### config.mk
export PLATFORM = sky130hd
export DESIGN_NAME = ahb_dphase_sel
export DESIGN_NICKNAME = d
export VERILOG_FILES = /design/src/rtl/ahb_dphase_sel.sv
export SDC_FILE = /design/constraint.sdc
export NUM_CORES = 1
export LEC_CHECK = 0
export ABC_AREA = 1
export CORE_MARGIN = 3
export CORE_UTILIZATION = 40
export DETAILED_ROUTE_END_ITERATION = 7
export PLACE_DENSITY = 0.72
export SYNTH_ARGS = -nofsm -noshare
export SYNTH_HDL_FRONTEND = slang
export SYNTH_SLANG_ARGS = --single-unit
### constraint.sdc
create_clock -name HCLK -period 1.8 [get_ports HCLK]
set_input_delay 0.54 -clock HCLK [delete_from_list [all_inputs] [get_ports HCLK]]
set_output_delay 0.54 -clock HCLK [all_outputs]
set_load 0.02 [all_outputs]
### src/rtl/ahb_dphase_sel.sv
// AHB-Lite data-phase select and response mux with a built-in default (error) slave.
// Optional wait-state watchdog is compiled in with `define AHB_DPSEL_TIMEOUT_EN.
module ahb_dphase_sel #(
    parameter int NSLAVE  = 4,
    parameter int TIMEOUT = 16
) (
    input  logic                      HCLK,
    input  logic                      HRESET,
    input  logic [NSLAVE-1:0]         HSEL_DEC,
    input  logic [1:0]                HTRANS,
    input  logic [NSLAVE-1:0]         HREADYOUT_S,
    input  logic [NSLAVE-1:0]         HRESP_S,
    output logic                      HREADY,
    output logic                      HRESP,
    output logic [$clog2(NSLAVE)-1:0] MUX_SEL,
    output logic [NSLAVE-1:0]         MUX_SEL_OH,
    output logic                      DEF_ACTIVE
);

    localparam int SELW = $clog2(NSLAVE);

    if (NSLAVE < 2 || NSLAVE > 16 || TIMEOUT < 2 || TIMEOUT > 255) begin : g_bad_param
        $fatal(1, "ahb_dphase_sel: NSLAVE or TIMEOUT outside legal range");
    end

    typedef enum logic [1:0] {
        ST_IDLE,
        ST_DATA,
        ST_ERR1,
        ST_ERR2
    } state_t;

    state_t          state;
    logic            slave_ready;
    logic            slave_resp;
    logic            accept;
    logic            sel_valid;
    logic [SELW-1:0] sel_idx;
    logic            unused_htrans0;

`ifdef AHB_DPSEL_TIMEOUT_EN
    logic [7:0]      wd_cnt;
`endif

    // BUSY and IDLE are treated alike, so only HTRANS[1] matters.
    assign unused_htrans0 = HTRANS[0];

    function automatic logic [SELW-1:0] oh_to_idx(input logic [NSLAVE-1:0] oh);
        logic [SELW-1:0] idx;
        idx = '0;
        for (int i = 0; i < NSLAVE; i++) begin
            if (oh[i]) idx = idx | SELW'(i);
        end
        return idx;
    endfunction

    // The one-hot register is zero outside DATA, so AND-OR picks the owner or nothing.
    assign slave_ready = |(HREADYOUT_S & MUX_SEL_OH);
    assign slave_resp  = |(HRESP_S & MUX_SEL_OH);

    assign sel_valid = (HSEL_DEC != '0) && ((HSEL_DEC & (HSEL_DEC - NSLAVE'(1))) == '0);
    assign sel_idx   = oh_to_idx(HSEL_DEC);

    // NOTE: every output gets a default before the case so no latch is inferred.
    always_comb begin
        HREADY = 1'b1;
        HRESP  = 1'b0;
        case (state)
            ST_IDLE: begin
                HREADY = 1'b1;
                HRESP  = 1'b0;
            end
            ST_DATA: begin
                HREADY = slave_ready;
                HRESP  = slave_resp;
            end
            ST_ERR1: begin
                HREADY = 1'b0;
                HRESP  = 1'b1;
            end
            ST_ERR2: begin
                HREADY = 1'b1;
                HRESP  = 1'b1;
            end
        endcase
    end

    assign accept = HREADY;

    // NOTE: sequential state uses non-blocking assignments so all registers update together.
    always_ff @(posedge HCLK or posedge HRESET) begin
        if (HRESET) begin
            state      <= ST_IDLE;
            MUX_SEL    <= '0;
            MUX_SEL_OH <= '0;
            DEF_ACTIVE <= 1'b0;
`ifdef AHB_DPSEL_TIMEOUT_EN
            wd_cnt     <= '0;
`endif
        end else if (accept) begin
            state      <= ST_IDLE;
            MUX_SEL    <= '0;
            MUX_SEL_OH <= '0;
            DEF_ACTIVE <= 1'b0;
`ifdef AHB_DPSEL_TIMEOUT_EN
            wd_cnt     <= '0;
`endif
            if (HTRANS[1]) begin
                if (sel_valid) begin
                    state      <= ST_DATA;
                    MUX_SEL    <= sel_idx;
                    MUX_SEL_OH <= HSEL_DEC;
                end else begin
                    state      <= ST_ERR1;
                    DEF_ACTIVE <= 1'b1;
                end
            end
        end else begin
            case (state)
                ST_ERR1: state <= ST_ERR2;
`ifdef AHB_DPSEL_TIMEOUT_EN
                // Only stalled DATA cycles land here; abandon the slave once the limit is hit.
                ST_DATA: begin
                    if (wd_cnt == 8'(TIMEOUT)) begin
                        state      <= ST_ERR1;
                        MUX_SEL    <= '0;
                        MUX_SEL_OH <= '0;
                        DEF_ACTIVE <= 1'b0;
                    end else begin
                        wd_cnt <= wd_cnt + 8'd1;
                    end
                end
`endif
                default: ;
            endcase
        end
    end

endmodule

==> impl_metrics.ini <==
[worst_setup_path]
end_kind = output port
max_stage_delay_ns = 0.39
arrival_ns = 1.36
slowest_stage = dfrtp_1
worstPathRequired_ns = 1.26
cp.buffers_inverters = 3
cp_top_family = buffers and inverters
path_class = reg -> out
start_kind = flip-flop
cp_cell_sequence = buf_6 > buf_6 > ha_4 > nor2_2 > a21oi_1 > buf_4
crit_fanout = 3
path_common_cell = buf_6

[timing]
fin_crit_ns = 1.90
setup_violations = 7
worst_pin_slew_ns = 0.356
drv_slew = 0
max_clock_freq_mhz = 527
fin_ws_ns = -0.0972
rsz0062_at_grt = true
fin_skew_ns = 0.00884
finalHoldViolCount = 0
fin_crit_sh_pct = 105
slew_headroom_pct = 76.3

[placement]
dp_cells = 141
place_congestion = 0.791
dp_worst_setup_slack_ns = -0.663
hpwl_mm = 1.29
numPortBuffers = 23

[power]
share_comb_of_total_power_pct = 74.8
switching_power_uw = 778
p_seq_share_pct = 16.5
powerDensity_nw_per_um2 = 1610
leakagePower_nw = 0.603
switching_share_pct = 42.3
p_int_mw = 1.06
ir_drop_mv = 0.862
clkPwrFrac_pct = 8.7

[outcome]
status = finished, violations left
violations = setup timing

[grt]
grt_pass1_wl_mm = 2.88
grt_max_degree = 11
grt_pass1_vias = 728
grt_util_all_layers_pct = 19.4
antenna_found_initial = 0
grt_overflow = 0

[floorplanning]
initial_core_util_pct = 45.4
die_w_um = 45.9
die_area_um2 = 2100
io_pins = 25
core-area_um2 = 1400
die_h_um = 45.9
rows = 13

[synthesis]
seq_area_frac_synth_pct = 35.4
synth_fp_nets = 109
synth.cell_area_um2 = 636
synth-seq-cells = 9
synth_warnings = 0
synth_top_area_share_pct = 35.4
synth_area_leaders = dfrtp_1, nand2_1, ha_1
yosysTopAreaCell = dfrtp_1
syn_inst = 88
syn_avg_cell_area_um2 = 7.22
yosysUniqueCellTypes = 15

[finish]
post-route-util_pct = 81.8
fin_cells = 152
nets = 159
fillCellCount = 96
n_antenna_cell = 0
final_common_cell = nand2_1
layout_common_cells = nand2_1, buf_4, dlygate4sd2_1
drive_above_1_share_pct = 29.9
area_growth_pct = 80.1

[clocking]
cts_hold_buffers = 0
clock_path_buffers = 2
numCtsBuffers = 3
clock-sinks = 9
cts_root_buf = clkbuf_4
cts_tree = built
clk_latency_ns = 0.26
htree_levels = 1
path_clk_slew_ns = 0.07

[detailed_routing]
ant_nets = 0
dr.first_iter.drc_count = 12
first_pass_iters = 4
wl_mm = 2.05
viasPerCell = 5.01
vias = 761
drc = 0
wl_per_cell_um = 13.5

[job]
cap_viol_max_count = 0

[hold_path]
hp-class = reg -> reg
## registers in the layout, indices dropped and copies added (netlist names)
name        cells
MUX_SEL         2
state           2
DEF_ACTIVE      1
MUX_SEL_OH      4
## final cells by class
type                            instances  area (µm²)  share of cell area, %
Clock buffer                            4        26.3                   2.30
Tap cell                               15        18.8                   1.64
Timing Repair Buffer                   45         404                   35.3
Inverter                               10        37.5                   3.28
Sequential cell                         9         225                   19.7
Multi-Input combinational cell         69         433                   37.8
## layer usage
metal / global-route usage [%] / part of all wire [%]
met1: 21.4 / 38
met2: 35.7 / 57
met3: 1.58 / 3.3
met4: 10.2 / 1.7
met5: 0 / 0
## cells in the mapped netlist
library cell / count
a21oi_1: 1
buf_6: 1
dfrtp_1: 9
ha_1: 5
inv_1: 10
nand2_1: 37
nand3_1: 1
nand3_2: 1
nand4_1: 7
nor2_1: 7
o21a_1: 1
o21ai_0: 3
o21ai_1: 1
o21ai_2: 3
o21ai_4: 1
## repair_timing
| item | in CTS | in global routing |
|---|---|---|
| cloned | 0 | 1 |
| gates resized for setup | 31 | 14 |
| endpoints found under the setup margin | 6 | 12 |
| buffers inserted | 5 | 1 |
| pin swaps | 10 | 3 |
## worst register-to-register path, delay by kind of cell, from the launching register on
kind            cells  cell delay, ns
simple gates        3            0.18
buf+inv             6            0.81
fa+ha+maj           1            0.14
flops               1            0.39
compound gates      1            0.24
## logic make-up (layout without fill, tap and decap cells)
group | Yosys count | after routing | share of synthesized area (%)
adders and majority gates | 5 | 5 | 9.84
DFF | 9 | 9 | 35.4
buffers and inverters | 11 | 59 | 7.68
and+or+nand+nor | 53 | 53 | 35.2
AOI/OAI and AO/OA | 10 | 11 | 11.8
## power groups by stage
| stage | clock (mW) | sequential (mW) | combinational (mW) |
|---|---|---|---|
| after floorplan | 0 | 0.349 | 0.461 |
| after global placement | 0 | 0.300 | 0.964 |
| after detailed placement | 0 | 0.304 | 0.979 |
| after CTS | 0.157 | 0.298 | 1.12 |
| after global routing | 0.170 | 0.307 | 1.47 |
| final | 0.161 | 0.303 | 1.38 |
## through the flow
stage | power [mW] | setup TNS (ns) | instance area [µm²] | hold WS (ns)
5_1_grt | 1.95 | -0.928 | 1140 | 0.511
3_3_place_gp | 1.26 | -1.37 | 993 | 0.466
3_5_place_dp | 1.28 | -1.66 | 993 | 0.472
4_1_cts | 1.58 | -0.162 | 1080 | 0.488
6_report | 1.84 | -0.244 | 1140 | 0.492
2_1_floorplan | 0.811 | 0 | 636 | 0.368
## worst paths after layout
check | from | to | slack [ns] | cells past startpoint
worst max-delay path | state[0] | HRESP | -0.1 | 6
worst min-delay path | MUX_SEL[1] | MUX_SEL[1] | 0.49 | 2
worst max register to register | state[1] | MUX_SEL_OH[1] | -0.02 | 11
worst min register to register | MUX_SEL[1] | MUX_SEL[1] | 0.49 | 2
max in group asynchronous | HRESET | state[0] | 0.97 | 2
min in group asynchronous | HRESET | DEF_ACTIVE | 0.56 | 2
(Power assumes the default switching activity.)
